**src/rtl/ram_wr_sched_if.sv**
```systemverilog
// Requester-side write bus of the table RAM scheduler.
// Each requester owns one ADDR_BITS/DATA_BITS slice of the packed vectors.
interface ram_wr_sched_if #(
    parameter int NUM_REQ   = 2,
    parameter int ADDR_BITS = 5,
    parameter int DATA_BITS = 32
);
    logic [NUM_REQ-1:0]           req_valid;
    logic [NUM_REQ*ADDR_BITS-1:0] req_addr;
    logic [NUM_REQ*DATA_BITS-1:0] req_data;
    logic [NUM_REQ-1:0]           req_ready;

    modport master (
        output req_valid,
        output req_addr,
        output req_data,
        input  req_ready
    );

    modport slave (
        input  req_valid,
        input  req_addr,
        input  req_data,
        output req_ready
    );
endinterface

```
**src/rtl/ram_wr_sched.sv**
```systemverilog
// Round-robin write-port scheduler for a dual-port table RAM.
// Sweeps the RAM to INIT_VALUE after reset or clear before serving requesters.
module ram_wr_sched #(
    parameter int                   ADDR_BITS  = 5,
    parameter int                   DATA_BITS  = 32,
    parameter int                   NUM_REQ    = 2,
    parameter logic [DATA_BITS-1:0] INIT_VALUE = '0
) (
    input  logic                 clk,
    input  logic                 rst,
    ram_wr_sched_if.slave        req,
    input  logic                 clear,
    output logic                 ram_ena,
    output logic                 ram_wea,
    output logic [ADDR_BITS-1:0] ram_addr,
    output logic [DATA_BITS-1:0] ram_din,
    output logic                 init_done,
    output logic [31:0]          wr_cnt
);
    localparam int PW = (NUM_REQ > 1) ? $clog2(NUM_REQ) : 1;
    localparam int IW = PW + 1;

    localparam logic [0:0] S_INIT = 1'b0;
    localparam logic [0:0] S_ARB  = 1'b1;

    logic [0:0]           r_state;
    logic [ADDR_BITS-1:0] r_sweep;
    logic [PW-1:0]        r_rr;
    logic                 r_ena;
    logic [ADDR_BITS-1:0] r_addr;
    logic [DATA_BITS-1:0] r_din;
    logic                 r_init_done;
    logic [31:0]          r_cnt;

    logic                 w_serve;
    logic                 w_any;
    logic [PW-1:0]        w_idx;
    logic [IW-1:0]        w_sum;
    logic [NUM_REQ-1:0]   w_gnt;
    logic                 w_xfer;
    logic [PW-1:0]        w_rr_nxt;
    logic [ADDR_BITS-1:0] w_addr;
    logic [DATA_BITS-1:0] w_data;

    // Grants only once the settle cycle after a sweep has raised init_done.
    assign w_serve = (r_state == S_ARB) & r_init_done & ~clear & ~rst;

    always_comb begin
        w_any = 1'b0;
        w_idx = '0;
        w_sum = '0;
        w_gnt = '0;
        for (int k = 0; k < NUM_REQ; k++) begin
            w_sum = {1'b0, r_rr} + IW'(k);
            if (w_sum >= IW'(NUM_REQ))
                w_sum = w_sum - IW'(NUM_REQ);
            if (!w_any && req.req_valid[w_sum[PW-1:0]]) begin
                w_any = 1'b1;
                w_idx = w_sum[PW-1:0];
            end
        end
        w_gnt[w_idx] = w_serve & w_any;
    end

    assign req.req_ready = w_gnt;
    assign w_xfer   = w_serve & w_any;
    assign w_rr_nxt = (w_idx == PW'(NUM_REQ - 1)) ? '0 : w_idx + 1'b1;
    assign w_addr   = req.req_addr[w_idx*ADDR_BITS +: ADDR_BITS];
    assign w_data   = req.req_data[w_idx*DATA_BITS +: DATA_BITS];

    always_ff @(posedge clk) begin
        if (rst) begin
            r_state     <= S_INIT;
            r_sweep     <= '0;
            r_rr        <= '0;
            r_ena       <= 1'b0;
            r_addr      <= '0;
            r_din       <= '0;
            r_init_done <= 1'b0;
            r_cnt       <= '0;
        end else begin
            r_ena <= 1'b0;
            unique case (r_state)
                S_INIT: begin
                    r_ena   <= 1'b1;
                    r_addr  <= r_sweep;
                    r_din   <= INIT_VALUE;
                    r_sweep <= r_sweep + 1'b1;
                    if (&r_sweep)
                        r_state <= S_ARB;
                end
                S_ARB: begin
                    if (!r_init_done) begin
                        r_init_done <= 1'b1;
                    end else if (clear) begin
                        r_state     <= S_INIT;
                        r_init_done <= 1'b0;
                        r_sweep     <= '0;
                    end else if (w_xfer) begin
                        r_ena  <= 1'b1;
                        r_addr <= w_addr;
                        r_din  <= w_data;
                        r_rr   <= w_rr_nxt;
                        r_cnt  <= r_cnt + 32'd1;
                    end
                end
            endcase
        end
    end

    assign ram_ena   = r_ena;
    assign ram_wea   = r_ena;
    assign ram_addr  = r_addr;
    assign ram_din   = r_din;
    assign init_done = r_init_done;
    assign wr_cnt    = r_cnt;
endmodule

```
**src/flat_wrapper.sv**
```systemverilog
// flat-port wrapper written by rule: the top's interface ports become plain ports
module ram_wr_sched_flat 
#(
    parameter int                   ADDR_BITS  = 5,
    parameter int                   DATA_BITS  = 32,
    parameter int                   NUM_REQ    = 2,
    parameter logic [DATA_BITS-1:0] INIT_VALUE = '0
)
  (clk, rst, clear, ram_ena, ram_wea, ram_addr, ram_din, init_done, wr_cnt, req_req_valid, req_req_addr, req_req_data, req_req_ready);
  ram_wr_sched_if #(.NUM_REQ(NUM_REQ), .ADDR_BITS(ADDR_BITS), .DATA_BITS(DATA_BITS)) req_i ();
  input  logic clk;
  input  logic rst;
  input  logic clear;
  output logic ram_ena;
  output logic ram_wea;
  output logic [ADDR_BITS-1:0] ram_addr;
  output logic [DATA_BITS-1:0] ram_din;
  output logic init_done;
  output logic [31:0] wr_cnt;
  input wire logic [$bits(req_i.req_valid)-1:0] req_req_valid;
  input wire logic [$bits(req_i.req_addr)-1:0] req_req_addr;
  input wire logic [$bits(req_i.req_data)-1:0] req_req_data;
  output wire logic [$bits(req_i.req_ready)-1:0] req_req_ready;
  assign req_i.req_valid = req_req_valid;
  assign req_i.req_addr = req_req_addr;
  assign req_i.req_data = req_req_data;
  assign req_req_ready = req_i.req_ready;
  ram_wr_sched #(.ADDR_BITS(ADDR_BITS), .DATA_BITS(DATA_BITS), .NUM_REQ(NUM_REQ), .INIT_VALUE(INIT_VALUE)) u_core (.clk(clk), .rst(rst), .req(req_i), .clear(clear), .ram_ena(ram_ena), .ram_wea(ram_wea), .ram_addr(ram_addr), .ram_din(ram_din), .init_done(init_done), .wr_cnt(wr_cnt));
endmodule
```
**config.mk**
```make
export PLATFORM = sky130hd
export DESIGN_NAME = ram_wr_sched_flat
export DESIGN_NICKNAME = d
export VERILOG_FILES = /design/src/rtl/ram_wr_sched_if.sv /design/src/rtl/ram_wr_sched.sv /design/src/flat_wrapper.sv
export SDC_FILE = /design/constraint.sdc
export NUM_CORES = 1
export LEC_CHECK = 0
export BUFFER_PORTS_ARGS = -buffer_cell sky130_fd_sc_hd__clkbuf_2
export CAP_MARGIN = 0
export CORE_AREA = 5 5 92 94
export CTS_BUF_LIST = sky130_fd_sc_hd__clkbuf_2 sky130_fd_sc_hd__clkbuf_4 sky130_fd_sc_hd__clkbuf_8
export CTS_CLUSTER_DIAMETER = 30
export DETAILED_ROUTE_END_ITERATION = 7
export DIE_AREA = 0 0 97 99
export GPL_TIMING_DRIVEN = 0
export PLACE_DENSITY = 0.81
export SYNTH_ARGS = -nofsm -noshare
export SYNTH_HDL_FRONTEND = slang
export SYNTH_SLANG_ARGS = --single-unit
```
**constraint.sdc**
```tcl
create_clock -name clk -period 2.7 [get_ports clk]
set_input_delay 0.405 -clock clk [delete_from_list [all_inputs] [get_ports clk]]
set_output_delay 0.405 -clock clk [all_outputs]
set_load 0.01 [all_outputs]
```
==> out/qor.yml, run 1 <==
timing:
  rsz0062_at_grt: "false"
  period_needed_ns: 2.536
  drv_slew: 0
  hold_violations: 0
  post-route-period-util_pct: 93.91
  tightest_slew_ns: 0.6359
  slew_headroom_pct: 57.45
  max_freq_ghz: 0.3944
  tns_ns: 0
  setup_viol: 0
  skew_ns: 0.007174
setup_path:
  cp_slowest_stage_delay_ns: 0.50
  path_depth: 5
  cp_max_fo: 10
  worstSetupStartpointType: "register"
  r2r_cells: 6
  r2r_slack_ns: 0.54
  setup.worst_path.end_class: "output pin"
  critPathTopFamily: "buffers and inverters"
  reg2reg_from: "u_core.r_rr$_SDFFE_PP0P_"
  worst_path_most_repeated_cell: "buf_2"
  crit_type: "register to output pin"
  startpoint: "u_core.r_rr$_SDFFE_PP0P_"
  cp.arrival_ns: 2.13
  critPathBufInv: 3
  r2r-end: "u_core.ram_din[29]$_SDFFE_PP0P_"
  endpoint: "req_req_ready[0]"
  cpMaxStageDelayCell: "o21ai_0"
  cp.required_ns: 2.30
  crit_chain: "o21ai_0 > buf_2 > buf_2 > and2_1 > clkbuf_2"
placed_design:
  placed_cells: 677
  place.gp.congestion: 0.8408
  io_buffers: 151
  dpl.hpwl_um: 7911
global_route:
  overflow: 0
  grt_use_total_pct: 21.07
  grt_pass1_vias: 3524
  grt_start_max_net_pins: 14
  grt_pass1_wl_um: 16730
  antenna_found_initial: 0
layout:
  mostFrequentLayoutCell: "clkbuf_2"
  drive_gt1_share_pct: 38.07
  final_nets: 668
  finish.utilization_pct: 62.81
  final_cell_mix: "152 x clkbuf_2, 78 x dfxtp_1, 52 x nand3_1"
  fin_cells: 693
  area_growth_pct: 30.46
  antenna_cells: 0
min_path:
  holdCritPathClass: "primary input to register"
  worstHoldStart: "clear"
  holdPathStages: 4
route:
  wl_per_cell_um: 14.96
  vias_per_cell: 5.196
  drc: 0
  ant_nets: 0
  dr.first_iter.drc_count: 121
  vias: 3601
  drt-total-wl_um: 10370
  dr.pass1.iters: 4
logic_synthesis:
  seq_area_frac_synth_pct: 42.86
  yosysUniqueCellTypes: 37
  synth_edf_count: 0
  yosys.area.top_type: "dfxtp_1"
  synthFlopType: "dfxtp_1"
  avgSynthCellArea_sq_um: 8.593
  syn_area_sq_mm: 0.003643
  synth_nets: 506
  post-synth-top-area-fraction_pct: 42.86
  ys_ff_latch: 78
  ys_async_sr_fraction_pct: 0
  synthCells: 424
  yosysWarningCount: 0
  synth.area.top_cells: "dfxtp_1 43%, mux2_2 11%, nand3_1 7.1%"
die:
  start_util_pct: 48.15
  ios: 153
  fp.coreArea_sq_mm: 0.007567
  fp.dieH_um: 99
  rows: 32
  chipWidth_um: 97
  die_area_sq_mm: 0.009603
power:
  p_sw_mw: 0.5153
  intPower_mw: 1.810
  p_total_mw: 2.325
  sequentialPowerShare_pct: 50.0
  peakVddDrop_uv: 256.7
  p_sw_share_pct: 22.16
  power-per-cell-area_mw_per_mm2: 489.1
  clockPowerShare_pct: 42.8
  p_leak_nw: 2.025
  power.share.combinational_pct: 7.2
clock_network:
  cts_tree: "done"
  cts_buffer_depth: 2
  post_cts_resized: 0
  clock-root-buffer: "clkbuf_8"
  clk-insertion-delay-late_ns: 0.34
  cts_sinks: 78
  ctsHoldBuffers: 0
  h-tree-depth: 3
  cts_buffers: 9
  post-cts-setup-buffers: 0
  cts.clk_slew.worst_paths_ns: 0.08
run:
  max_cap_violations: 0
outcome:
  status: "completed"
==> layout make-up <==
| type | instances | area (sq um) |
|---|---|---|
| Inverter | 5 | 18.77 |
| Clock buffer | 11 | 145.1 |
| Sequential cell | 78 | 1562 |
| Timing Repair Buffer | 151 | 755.7 |
| Fill cell | 682 | 2814 |
| Buffer | 32 | 156.4 |
| Clock inverter | 5 | 81.33 |
| Tap cell | 102 | 127.6 |
| Multi-Input combinational cell | 309 | 1907 |
==> kinds of logic after synthesis <==
group,after synthesis,share of synthesized area (%)
muxes,37,11.44
buffers and inverters,37,4.807
adders and majority gates,3,1.030
AOI/OAI and AO/OA,54,8.208
DFF,78,42.86
xor gates and xnor gates,29,6.971
and+or+nand+nor,186,24.69
==> synthesized netlist by cell type (all sizes together) (3+ instances only) <==
cell,n
dfxtp,78
nand3,52
nor2,48
nand2,46
a21oi,37
mux2,37
xor2,19
buf,16
clkbuf,16
nand4,10
xnor2,10
o21ai,7
inv,5
nor2b,5
nor3,5
a221oi,4
and3,4
nand2b,4
ha,3
nor4,3
==> worst reg2reg max path, stage by stage, from the launching register on <==
cell,delay (ns)
dfxtp_1,0.32
o21ai_0,0.50
buf_2,0.39
buf_2,0.30
mux2_2,0.37
nand3_1,0.08
a21oi_1,0.07
==> flip-flops by register name (all words and copies together) (netlist names) <==
register / count
u_core.r_rr: 1
u_core.wr_cnt: 32
u_core.r_state: 1
u_core.ram_ena: 1
u_core.ram_addr: 5
u_core.ram_din: 32
u_core.r_sweep: 5
u_core.init_done: 1
==> power groups by stage <==
stage | clock network [mW] | registers, mW | logic [mW]
floorplan | 0 | 1.19 | 0.0881
global placement | 0 | 1.19 | 0.164
detailed placement | 0 | 1.19 | 0.167
CTS | 1.00 | 1.16 | 0.169
global route | 1.05 | 1.16 | 0.187
finish | 0.994 | 1.16 | 0.168
==> worst min-delay path by stage <==
stage	to	slack [ns]
5_1_grt	u_core.r_state$_SDFF_PP0_	0.42
6_report	u_core.init_done$_SDFFE_PP0P_	0.42
3_5_place_dp	u_core.ram_din[3]$_SDFFE_PP0P_	0.45
3_3_place_gp	u_core.ram_din[13]$_SDFFE_PP0P_	0.44
2_1_floorplan	u_core.r_sweep[4]$_SDFFE_PP0P_	0.46
4_1_cts	u_core.r_state$_SDFF_PP0_	0.40
==> stage by stage <==
step / setup slack [ns] / instance area (sq um) / hold WS [ns]
global route: 0.05107 / 4753 / 0.4237
detailed placement: 0.2308 / 4527 / 0.4460
CTS: 0.1320 / 4753 / 0.3976
global placement: 0.2845 / 4527 / 0.4375
floorplan: 0.8273 / 3643 / 0.4600
finish: 0.1644 / 4753 / 0.4154
==> per-layer routing <==
layer  GRT usage (%)  wire length (um)  vias to the layer above
met3           5.591               949                       13
li1                -                 -                     1784
met1           25.87              4254                     1653
met4           7.127               145                        0
met5               0                 0                        -
met2           35.88              5015                      151
(Power assumes the default switching activity.)
==> inputs of run 2 (changes only) <==
- CTS_BUF_LIST: sky130_fd_sc_hd__clkbuf_2 sky130_fd_sc_hd__clkbuf_4 sky130_fd_sc_hd__clkbuf_8 -> sky130_fd_sc_hd__clkbuf_8
==> run 2 against run 1 <==
Effect of this change: fmax down 0.38%; combinational power barely moved; worst hold slack lost 0.0067 ns; worst setup slack got worse by 0.0097 ns; wire length rose by 0.60%; via count is 0.72% higher; critical endpoint unchanged; highest routed layer unchanged.
==> out/qor.yml, run 2 (same netlist as run 1, synthesis figures left out) <==
global_route:
  overflow: 0  # unchanged
  grt_use_total_pct: 21.07  # unchanged
  grt_pass1_vias: 3524  # unchanged
  antenna_found_initial: 0  # unchanged
  grt_pass1_wl_um: 16730  # unchanged
  grt_start_max_net_pins: 14  # unchanged
die:
  rows: 32  # unchanged
  die_area_sq_mm: 0.009603  # unchanged
  chipWidth_um: 97  # unchanged
  fp.dieH_um: 99  # unchanged
  fp.coreArea_sq_mm: 0.007567  # unchanged
  ios: 153  # unchanged
  start_util_pct: 48.15  # unchanged
placed_design:
  io_buffers: 151  # unchanged
  placed_cells: 677  # unchanged
  place.gp.congestion: 0.8408  # unchanged
  dpl.hpwl_um: 7911  # unchanged
clock_network:
  cts_tree: "done"
  post-cts-setup-buffers: 0  # unchanged
  clk-insertion-delay-late_ns: 0.35  # about the same
  post_cts_resized: 0  # unchanged
  clock-root-buffer: "clkbuf_8"
  ctsHoldBuffers: 0  # unchanged
  cts_buffer_depth: 2  # unchanged
  cts_buffers: 9  # unchanged
  cts_sinks: 78  # unchanged
  cts.clk_slew.worst_paths_ns: 0.08  # about the same
  h-tree-depth: 3  # unchanged
power:
  clockPowerShare_pct: 42.6  # -0.2 points
  p_leak_nw: 2.025  # about the same
  p_sw_mw: 0.5224  # +1.4%
  intPower_mw: 1.796  # -0.77%
  power.share.combinational_pct: 7.3  # about the same
  peakVddDrop_uv: 259.1  # +0.96%
  sequentialPowerShare_pct: 50.2  # +0.2 points
  power-per-cell-area_mw_per_mm2: 488.0  # -0.22%
  p_sw_share_pct: 22.54  # +0.37 points
layout:
  final_nets: 668  # unchanged
  final_cell_mix: "152 x clkbuf_2, 78 x dfxtp_1, 52 x nand3_1"
  fin_cells: 693  # unchanged
  antenna_cells: 0  # unchanged
  area_growth_pct: 30.36  # about the same
  finish.utilization_pct: 62.76  # about the same
  mostFrequentLayoutCell: "clkbuf_2"
  drive_gt1_share_pct: 37.90  # -0.17 points
timing:
  tns_ns: 0  # unchanged
  skew_ns: 0.007332  # +0.0001583 ns
  rsz0062_at_grt: "false"
  hold_violations: 0  # unchanged
  post-route-period-util_pct: 94.27  # +0.36 points
  whs_ns: 0.4087  # -0.006737 ns
  period_needed_ns: 2.545  # +0.009727 ns
  slew_headroom_pct: 57.11  # -0.34 points
  drv_slew: 0  # unchanged
  max_freq_ghz: 0.3929  # -0.38%
  tightest_slew_ns: 0.6410  # +0.005079 ns
  setup_viol: 0  # unchanged
setup_path:
  cp.required_ns: 2.30  # about the same
  setup.worst_path.end_class: "output pin"
  worstSetupStartpointType: "register"
  crit_type: "register to output pin"
  cp.arrival_ns: 2.14  # about the same
  cp_max_fo: 10  # unchanged
route:
  ant_nets: 0  # unchanged
  wl_per_cell_um: 15.05  # +0.60%
  dr.first_iter.drc_count: 122  # +0.83%
  drc: 0  # unchanged
  vias: 3627  # +0.72%
  vias_per_cell: 5.234  # +0.72%
  drt-total-wl_um: 10430  # +0.60%
  dr.pass1.iters: 5  # +1
outcome:
  status: "completed"
min_path:
  holdCritPathClass: "primary input to register"
run:
  max_cap_violations: 0  # unchanged
==> run 2: per-stage QoR <==
stage | total power [mW] | instance area (sq um) | setup WS, ns
detailed placement | 1.357 | 4527 | 0.2308
global placement | 1.353 | 4527 | 0.2845
finish | 2.318 | 4750 | 0.1547
global route | 2.384 | 4750 | 0.05107
CTS | 2.319 | 4750 | 0.1320
floorplan | 1.278 | 3643 | 0.8273
==> run 2: worst max-delay path: stages (launching register included) <==
cell	delay (ns)
dfxtp_1	0.32
o21ai_0	0.51
buf_2	0.39
buf_2	0.29
and2_1	0.15
clkbuf_2	0.13
==> run 2: power groups by stage <==
stage | Clock (mW) | Sequential (mW) | Combinational, mW
4_1_cts | 0.987 | 1.16 | 0.169
3_5_place_dp | 0 | 1.19 | 0.167
6_report | 0.987 | 1.16 | 0.168
2_1_floorplan | 0 | 1.19 | 0.0881
5_1_grt | 1.03 | 1.16 | 0.187
3_3_place_gp | 0 | 1.19 | 0.164
==> run 2: area by class of cell <==
cell class,count,area (sq um)
flip-flops and latches,78,1562
repair buffers,151,755.7
well taps,102,127.6
clock buffers,10,137.6
multi-input cells,309,1907
fillers,684,2818
inverters,5,18.77
clock inverters,6,85.08
plain buffers,32,156.4
==> run 2: path summary, 6_finish.rpt <==
| check | startpoint | to | slack, ns | depth (start not counted) |
|---|---|---|---|---|
| max | u_core.r_rr$_SDFFE_PP0P_ | req_req_ready[0] | 0.15 | 5 |
| min | clear | u_core.init_done$_SDFFE_PP0P_ | 0.41 | 4 |
| max reg2reg | u_core.r_rr$_SDFFE_PP0P_ | u_core.ram_din[25]$_SDFFE_PP0P_ | 0.54 | 6 |
| min reg2reg | u_core.ram_din[3]$_SDFFE_PP0P_ | u_core.ram_din[3]$_SDFFE_PP0P_ | 0.45 | 2 |
==> run 2: metal layers <==
layer  track usage, %  routed length, um
met2            35.88               5018
met5                0                  0
met3            5.591                933
met1            25.87               4297
met4            7.127                178
